===== src/rtl/imem_loader.sv =====
// Boot-time program loader: assembles little-endian words from a byte stream,
// writes them into instruction memory and holds the core in reset until loaded.
module imem_loader #(
  parameter int WIDTH = 32,
  parameter int IADDR = 5
) (
  input  logic             clk,
  input  logic             reset_n,
  input  logic             in_valid,
  input  logic [7:0]       in_data,
  output logic             in_ready,
  input  logic             reload,
  output logic             mem_wr_en,
  output logic [IADDR-1:0] mem_addr,
  output logic [WIDTH-1:0] mem_wdata,
  output logic             core_reset_n,
  output logic             busy,
  output logic             done,
  output logic             err
);

  localparam int          BPW   = WIDTH / 8;
  localparam int          BCW   = (BPW > 1) ? $clog2(BPW) : 1;
  localparam logic [31:0] DEPTH = 32'(2 ** IADDR);

  typedef enum logic [2:0] {
    S_IDLE  = 3'd0,
    S_LOAD  = 3'd1,
    S_WRITE = 3'd2,
    S_DONE  = 3'd3,
    S_ERR   = 3'd4
  } state_t;

  state_t             r_state;
  state_t             w_state_nxt;
  logic [7:0]         r_n;
  logic [IADDR:0]     r_word_cnt;
  logic [BCW-1:0]     r_byte_cnt;
  logic [WIDTH-1:0]   r_word;
  logic               r_mem_wr_en;
  logic [IADDR-1:0]   r_mem_addr;
  logic [WIDTH-1:0]   r_mem_wdata;
  logic               r_core_reset_n;

  logic               w_accept;
  logic               w_last_byte;
  logic [BCW-1:0]     w_byte_inc;
  logic [IADDR:0]     w_cnt_inc;
  logic               w_cnt_done;
  logic [WIDTH-1:0]   w_word_nxt;

  assign in_ready     = (r_state == S_IDLE) || (r_state == S_LOAD);
  assign busy         = (r_state == S_LOAD) || (r_state == S_WRITE);
  assign done         = (r_state == S_DONE);
  assign err          = (r_state == S_ERR);
  assign mem_wr_en    = r_mem_wr_en;
  assign mem_addr     = r_mem_addr;
  assign mem_wdata    = r_mem_wdata;
  assign core_reset_n = r_core_reset_n;

  assign w_accept    = in_valid && in_ready;
  assign w_last_byte = (r_byte_cnt == BCW'(BPW - 1));
  assign w_byte_inc  = w_last_byte ? {BCW{1'b0}} : (r_byte_cnt + {{(BCW-1){1'b0}}, 1'b1});
  assign w_cnt_inc   = r_word_cnt + {{IADDR{1'b0}}, 1'b1};
  assign w_cnt_done  = (32'(w_cnt_inc) == 32'(r_n));

  // Assembly word with the incoming byte dropped into lane byte_cnt
  always_comb begin
    w_word_nxt = r_word;
    for (int b = 0; b < BPW; b++) begin
      if (r_byte_cnt == BCW'(b)) begin
        w_word_nxt[8*b +: 8] = in_data;
      end else begin
        w_word_nxt[8*b +: 8] = r_word[8*b +: 8];
      end
    end
  end

  // Next-state decode
  always_comb begin
    w_state_nxt = r_state;
    case (r_state)
      S_IDLE: begin
        if (!w_accept) begin
          w_state_nxt = S_IDLE;
        end else if (in_data == 8'd0) begin
          w_state_nxt = S_DONE;
        end else if ({24'd0, in_data} > DEPTH) begin
          w_state_nxt = S_ERR;
        end else begin
          w_state_nxt = S_LOAD;
        end
      end
      S_LOAD: begin
        if (w_accept && w_last_byte) begin
          w_state_nxt = S_WRITE;
        end else begin
          w_state_nxt = S_LOAD;
        end
      end
      S_WRITE: begin
        if (w_cnt_done) begin
          w_state_nxt = S_DONE;
        end else begin
          w_state_nxt = S_LOAD;
        end
      end
      S_DONE: begin
        if (reload) begin
          w_state_nxt = S_IDLE;
        end else begin
          w_state_nxt = S_DONE;
        end
      end
      S_ERR:   w_state_nxt = S_ERR;
      default: w_state_nxt = S_IDLE;
    endcase
  end

  // State, counters, assembly register and registered memory/core outputs
  always_ff @(posedge clk or negedge reset_n) begin
    if (!reset_n) begin
      r_state        <= S_IDLE;
      r_n            <= 8'd0;
      r_word_cnt     <= '0;
      r_byte_cnt     <= '0;
      r_word         <= '0;
      r_mem_wr_en    <= 1'b0;
      r_mem_addr     <= '0;
      r_mem_wdata    <= '0;
      r_core_reset_n <= 1'b0;
    end else begin
      r_state        <= w_state_nxt;
      // Strobe and core release follow the state being entered, so they line up with it
      r_mem_wr_en    <= (w_state_nxt == S_WRITE);
      r_core_reset_n <= (w_state_nxt == S_DONE);
      case (r_state)
        S_IDLE: begin
          if (w_accept) begin
            r_n        <= in_data;
            r_word_cnt <= '0;
            r_byte_cnt <= '0;
            r_word     <= '0;
          end
        end
        S_LOAD: begin
          if (w_accept) begin
            r_word     <= w_word_nxt;
            r_byte_cnt <= w_byte_inc;
            if (w_last_byte) begin
              r_mem_addr  <= r_word_cnt[IADDR-1:0];
              r_mem_wdata <= w_word_nxt;
            end
          end
        end
        S_WRITE: r_word_cnt <= w_cnt_inc;
        default: r_word_cnt <= r_word_cnt;
      endcase
    end
  end

endmodule


===== config.mk =====
export PLATFORM = sky130hd
export DESIGN_NAME = imem_loader
export DESIGN_NICKNAME = d
export VERILOG_FILES = /design/src/rtl/imem_loader.sv
export SDC_FILE = /design/constraint.sdc
export NUM_CORES = 1
export LEC_CHECK = 0
export CAP_MARGIN = 20
export CORE_MARGIN = 5
export CORE_UTILIZATION = 35
export CTS_CLUSTER_SIZE = 8
export DETAILED_ROUTE_END_ITERATION = 8
export HOLD_SLACK_MARGIN = 0.1
export SETUP_SLACK_MARGIN = 0.2
export SKIP_CTS_REPAIR_TIMING = 1
export SKIP_LAST_GASP = 1
export SLEW_MARGIN = 20
export SYNTH_ARGS = -nofsm -noshare
export SYNTH_HDL_FRONTEND = slang
export SYNTH_SLANG_ARGS = --single-unit

===== constraint.sdc =====
create_clock -name clk -period 2.1 [get_ports clk]
set_input_delay 0.63 -clock clk [delete_from_list [all_inputs] [get_ports clk]]
set_output_delay 0.63 -clock clk [all_outputs]
set_load 0.005 [all_outputs]

==> results of run 1 <==
critical path: stages, from the launching register on:
cell	delay, ps
dfrtp_2	430
buf_4	150
xnor2_1	150
nor2_1	60
dlymetal6s2s_1	150
kinds of logic (layout without fill, tap and decap cells):
kind of cell / Yosys count / after routing / share of synthesized area [%]
AOI/OAI and AO/OA: 91 / 91 / 14.58
xor gates and xnor gates: 12 / 12 / 2.668
adders and majority gates: 5 / 5 / 1.588
buffers and inverters: 63 / 132 / 6.544
DFF: 82 / 82 / 52.10
muxes: 45 / 45 / 12.10
and+or+nand+nor: 90 / 90 / 10.42
state kept, by name (all words and copies together) (netlist names):
| register | cells |
|---|---|
| core_reset_n | 1 |
| mem_addr | 5 |
| mem_wdata | 32 |
| mem_wr_en | 1 |
| r_byte_cnt | 2 |
| r_n | 8 |
| r_state | 3 |
| r_word | 24 |
| r_word_cnt | 6 |
report_power, final:
group	leakage (nW)	switching [mW]	internal [mW]
combinational	1.08	0.353	0.349
sequential	1.12	0.0867	1.69
clock	0.149	0.621	1.07
stage by stage:
step	total power [mW]	setup TNS [ps]	std cells	setup slack, ps
after floorplan	2.223	0	388	264.5
after global placement	2.477	-5195	578	-153.8
after detailed placement	2.489	-6825	578	-192.0
after CTS	4.200	-413.2	594	-186.8
after global routing	4.371	0	597	91.20
final	4.176	0	597	199.0
placed cells by master (no fill, tap or decap), drive strengths merged, types with 4 or more instances in the layout:
cell type	netlist	final
dfrtp	82	82
o21ai	60	60
nand2	58	58
clkdlybuf4s50	0	47
buf	13	36
inv	27	27
mux2i	24	24
a22o	24	24
mux2	21	21
clkbuf	23	12
nor2	10	10
xnor2	8	8
and2	6	6
dlymetal6s2s	0	6
ha	5	5
xor2	4	4
nand3	4	4
Yosys cell counts (5+ instances only):
master / count
ha_1: 5
nor2_1: 10
mux2_1: 21
and2_1: 6
a22o_1: 24
o21ai_1: 57
inv_1: 27
buf_2: 8
dfrtp_1: 82
clkbuf_1: 23
xnor2_1: 8
nand2_1: 58
mux2i_1: 24
final timing paths:
check	to	slack, ps	depth (start not counted)
min	r_state[0]	230	1
max reg2reg	r_n[2]	310	5
max in group asynchronous	r_word[12]	1340	2
min in group clk	mem_wdata[9]	480	2
max	busy	200	4
min reg2reg	mem_wdata[9]	480	2
routing by layer:
layer / up-vias / GRT usage [%] / wire, um
met2: 72 / 23.01 / 4324
met3: 12 / 3.446 / 425
met4: 0 / 4.176 / 119
met1: 1426 / 20.06 / 4338
met5: - / 0 / 0
li1: 1433 / - / -
cell type report:
class                           instances  area, um^2  area share [%]
Sequential cell                        82        2056           39.67
Multi-Input combinational cell        243        1662           32.06
Timing Repair Buffer                   89       867.1           16.73
Clock buffer                           12       246.5           4.756
Tap cell                              140       175.2           3.380
Inverter                               27       101.3           1.956
Clock inverter                          4       75.07           1.449
==> summary.md, run 1 <==
| Metric | Value |
|---|---|
| Post-synth EDFFs | `0` |
| TritonCTS clock tree | `yes` |
| Fillers | `1033` |
| RSZ-0062 raised after global routing | `yes` |
| DR iter-0 viols | `134` |
| DR vias/cell | `4.930` |
| Synthesized instance count | `388` |
| Die extent in y | `116.1 um` |
| Worst skew pair latency | `330 ps` |
| Routed WL per cell | `15.42 um` |
| Outcome | `completed` |
| Clock root cell | `clkbuf_16` |
| Area delta synth->final | `31.58%` |
| Grt total ovfl | `0` |
| #FFs+latches synth | `82` |
| Worst Hold Class | `in -> async` |
| Worst Tran Pin Value | `414.6 ps` |
| Leakage | `2.346 nW` |
| Worst-path maximum fanout | `4` |
| WP data arrival | `1270 ps` |
| Final Cell Area | `5182 um^2` |
| Max VDD drop | `0.3769 mV` |
| PortBufs | `54` |
| Placed cell areas | `4786 um^2` |
| Initial core utilization | `36.02%` |
| Antenna violations before repair | `0` |
| Drt drc | `0` |
| CTS clk-pin slew, worst paths | `60 ps` |
| Warnings from Yosys | `0` |
| Worst setup path start | `r_state[1]` |
| Pwr dens | `805.7 nW/um^2` |
| Area leader, netlist | `dfrtp_1` |
| Clock Sinks | `82` |
| Final Cycle Share | `90.53%` |
| Crit path launch type | `register` |
| Number of diodes | `0` |
| Worst path required time | `1470 ps` |
| Maximum clock rate | `526.0 MHz` |
| Clock Skews | `4.723 ps` |
| Post-synthesis async set-or-reset flop share | `100.0%` |
| Total GRT Usage | `14.57%` |
| Synth area leaders | `dfrtp_1 52%, o21ai_1 7.2%, mux2i_1 6.1%, mux2_1 6.0%, nand2_1 5.5%` |
| Net Count, Synth | `405` |
| Synth unique cells | `36` |
| Max-slew violations | `0` |
| Slew HR | `72.36%` |
| HPWL after DPL | `6408 um` |
| Core area | `10940 um^2` |
| Total CTS buffers | `9` |
| Die W | `116.1 um` |
| Dominant synthesized flop cell | `dfrtp_1` |
| WL final | `9207 um` |
| R2R Path Start | `r_state[1]` |
| Drt first pass iters | `4` |
| Kind of critical path | `reg -> out` |
| Io pins | `55` |
| Minimum clock period | `1901 ps` |
| Final Wtd Congestion | `0.7865` |
| CTS H-tree lvls | `3` |
| Std cell rows | `38` |
| DRT antenna net count | `0` |
| Post-synthesis sequential area ratio | `52.10%` |
| Mapped Avg Cell Area | `10.15 um^2` |
| Hold Fails Final Rpt | `0` |
| Vias in the first global route | `2898` |
| DIE AREA | `13480 um^2` |
| Critical Path End Type | `primary output` |
| Layout cells sized above 1 | `13.79%` |
| Finish-stage setup viols | `0` |
| Vias | `2943` |
| Max cap viols | `0` |
| Synth top area share | `52.10%` |
| Mapped Area | `3939 um^2` |
| Fin util | `47.39%` |
| Hold Slack | `226.7 ps` |
| Global-route wire length before repair | `15280 um` |
| Layout net count | `469` |
| CTS max path bufs | `2` |
| Pin count of the biggest net entering global routing | `34` |
No activity file was read; power rests on OpenSTA's default activity.
==> run 2: changes to the inputs <==
--- a/config.mk
+++ b/config.mk
@@ -5,6 +5,7 @@
 export SDC_FILE = /design/constraint.sdc
 export NUM_CORES = 1
 export LEC_CHECK = 0
+export ABC_AREA = 1
 export CAP_MARGIN = 20
 export CORE_MARGIN = 5
 export CORE_UTILIZATION = 35
==> run 2 against run 1 <==
  * Routed wire length grew 9.6%
  * Register-to-register slack improved by 160 ps
  * Final cell count up 16%
  * Core utilization is 1.1 points lower
  * Clock skew increased by 2.8 ps
  * Sequential share of layout area rose by 3.2 points
  * Critical path depth rose by 2
  * Count of clock-buffer cells in the layout decreased by 1
  * Cell area is 1.5% higher
  * Critical endpoint unchanged
  * Highest routed layer unchanged
==> summary.md, run 2 <==
| Metric | Value |
|---|---|
| Vias | `3394 (+15%)` |
| Synth area leaders | `dfrtp_1 56%, nand2_1 12%, o21ai_0 6.7%, inv_1 5.5%, o211ai_1 3.2%` |
| Total GRT Usage | `14.76% (+0.19 points)` |
| Post-synthesis simple-gate area fraction | `18.85% (+8.4 points)` |
| Leakage | `2.617 nW (+12%)` |
| Slew HR | `62.86% (-9.5 points)` |
| WP data arrival | `1280 ps (about the same)` |
| Fillers | `1105 (+7.0%)` |
| DR iter-0 viols | `235 (+75%)` |
| Clock Sinks | `90 (+9.8%)` |
| Area delta synth->final | `30.19%` |
| Worst Setup Slack, final | `193.6 ps (-5.364 ps)` |
| Most common cell in the netlist | `nand2_1` |
| Critical Path End Type | `primary output` |
| #FFs+latches synth | `90 (+9.8%)` |
| CTS clk-pin slew, worst paths | `70 ps (about the same)` |
| Worst path required time | `1470 ps (about the same)` |
| Layout cells sized above 1 | `12.14% (-1.6 points)` |
| Io pins | `55 (unchanged)` |
| Post-synthesis sequential area ratio | `55.73% (+3.6 points)` |
| Commonest cells post-synth | `133 x nand2_1, 90 x dfrtp_1, 59 x inv_1, 54 x o21ai_0, 23 x o21ai_1` |
| Std cell rows | `39 (+2.6%)` |
| Pwr dens | `803.6 nW/um^2 (-0.27%)` |
| Worst Tran Pin Value | `557.1 ps (+142.5 ps)` |
| Synthesized instance count | `469 (+21%)` |
| Clock share of power | `39.6% (-1.0 points)` |
| Combinational share of power | `14.8% (-2.0 points)` |
| Post-synth EDFFs | `0 (unchanged)` |
| Warnings from Yosys | `0 (unchanged)` |
| Seq pwr share | `45.6% (+3.0 points)` |
| Clock root cell | `clkbuf_16` |
| Crit path launch type | `register` |
| Vias in the first global route | `3384 (+17%)` |
| CTS H-tree lvls | `3 (unchanged)` |
| Worst-path maximum fanout | `3 (-1)` |
| Area leader, netlist | `dfrtp_1` |
| Max-slew violations | `0 (unchanged)` |
| Max VDD drop | `0.4034 mV (+7.0%)` |
| Sw Pwr | `1.141 mW (+7.6%)` |
| Core area | `11370 um^2 (+4.0%)` |
| Worst R2R Path Depth | `10 (+5)` |
| Area occupied by multi-input gates | `1445 um^2 (-13%)` |
| Routed WL per cell | `14.52 um (-5.8%)` |
| Maximum clock rate | `524.5 MHz (-0.28%)` |
| Max cap viols | `0 (unchanged)` |
| Fin util | `46.27% (-1.1 points)` |
| Synth unique cells | `25 (-31%)` |
| Die W | `117.5 um (+1.2%)` |
| Overall power | `4.228 mW (+1.2%)` |
| Finish-stage setup viols | `0 (unchanged)` |
| Worst Hold Class | `in -> async` |
| Synth Area in Compound Gates | `15.11% (+0.53 points)` |
| PortBufs | `54 (unchanged)` |
| Commonest non-fill, non-tap cell in the layout | `nand2_1` |
| Drt drc | `0 (unchanged)` |
| Dominant synthesized flop cell | `dfrtp_1` |
| Pin count of the biggest net entering global routing | `44 (+29%)` |
| Hold Fails Final Rpt | `0 (unchanged)` |
| DRT antenna net count | `0 (unchanged)` |
| Switching Share | `26.98% (+1.6 points)` |
| CTS max path bufs | `2 (unchanged)` |
| Antenna violations before repair | `0 (unchanged)` |
| Mapped Area | `4041 um^2 (+2.6%)` |
| Drt first pass iters | `5 (+1)` |
| HPWL after DPL | `7016 um (+9.5%)` |
| Layout net count | `564 (+20%)` |
| Minimum clock period | `1906 ps (+5.364 ps)` |
| Initial core utilization | `35.55% (-0.47 points)` |
| Post-synthesis xor/xnor area fraction | `0% (-2.7 points)` |
| Final Cycle Share | `90.78% (+0.26 points)` |
| Worst R2R Setup Slack | `470 ps (+160 ps)` |
| Outcome | `completed` |
| Largest family of logic cells by synthesized area | `simple AND/OR/NAND/NOR gates` |
| Most frequent cells in the layout | `131 x nand2_1, 88 x dfrtp_1, 57 x inv_1, 54 x o21ai_0, 46 x clkdlybuf4s50_1` |
| Mux cell area share after synthesis | `0% (-12 points)` |
| Final Wtd Congestion | `0.7891 (+0.33%)` |
| DR vias/cell | `4.883 (-0.94%)` |
| Net Count, Synth | `486 (+20%)` |
| Synth top area share | `55.73% (+3.6 points)` |
| Total CTS buffers | `9 (unchanged)` |
| Mapped Avg Cell Area | `8.617 um^2 (-15%)` |
| Worst skew pair latency | `340 ps (about the same)` |
| Clock Skews | `7.542 ps (+2.819 ps)` |
| RSZ-0062 raised after global routing | `yes` |
| Kind of critical path | `reg -> out` |
| DP Worst Slack | `54.01 ps (+246.0 ps)` |
| Worst r2r dst | `core_reset_n` |
| R2R Path Start | `r_word_cnt[0]` |
| Seq. cell area | `2255 um^2 (+9.7%)` |
| Post-synthesis async set-or-reset flop share | `100.0% (unchanged)` |
| Grt total ovfl | `0 (unchanged)` |
| Internal | `3.087 mW (-0.91%)` |
| DIE AREA | `13800 um^2 (+2.4%)` |
| Post-Synth Adder-Cell Area | `1.548% (-0.040 points)` |
| Number of diodes | `0 (unchanged)` |
| WL final | `10090 um (+9.6%)` |
| Global-route wire length before repair | `16920 um (+11%)` |
| TritonCTS clock tree | `yes` |
| Die extent in y | `117.5 um (+1.2%)` |
run 2: how the worst max path moves through the flow:
stage	start	end	slack, ps
after CTS	r_state[1]	in_ready	-250
after detailed placement	in_data[7]	core_reset_n	50
final	r_state[2]	busy	190
after global placement	in_data[7]	core_reset_n	70
after global routing	r_state[2]	busy	90
after floorplan	r_state[2]	busy	490
run 2: area by class of cell:
| cell class | instances | area share (%) |
|---|---|---|
| clock buffer | 11 | 4.804 |
| clock inverter | 5 | 1.189 |
| inverter | 63 | 4.590 |
| multi-input combinational | 297 | 27.47 |
| sequential | 90 | 42.85 |
| tap | 143 | 3.401 |
| timing repair buffer | 86 | 15.70 |
run 2: critical path: stages, from the launching register on:
cell and delay (ps):
dfrtp_2 430, inv_2 80, nand2_2 60, nor2_2 120, inv_1 60, nand2_1 70, dlymetal6s2s_1 120
run 2: cells by family after synthesis:
logic type                 after synthesis
buffers and inverters                   82
adders and majority gates                5
DFF                                     90
and+or+nand+nor                        182
AOI/OAI and AO/OA                      110
run 2: layer usage:
metal	global-route usage, %	vias up	part of all wire, %
met5	0	-	0
met4	4.086	0	1.6
met3	3.940	14	5.2
met2	23.94	84	47
met1	19.52	1623	46
li1	-	1673	-
run 2: power by group through the flow:
stage | Sequential (mW) | Clock, mW | Combinational [mW]
after global routing | 1.94 | 1.78 | 0.711
after CTS | 1.92 | 1.70 | 0.621
after floorplan | 1.94 | 0 | 0.386
final | 1.93 | 1.67 | 0.626
after detailed placement | 1.95 | 0 | 0.615
after global placement | 1.95 | 0 | 0.605
run 2: through the flow:
stage	instances	instance area, um^2	TNS, ps	hold slack, ps
2_1_floorplan	469	4041	0	334.4
3_3_place_gp	673	4878	0	455.6
3_5_place_dp	673	4878	0	469.2
4_1_cts	689	5194	-657.5	232.7
5_1_grt	695	5261	0	253.7
6_report	695	5261	0	222.2
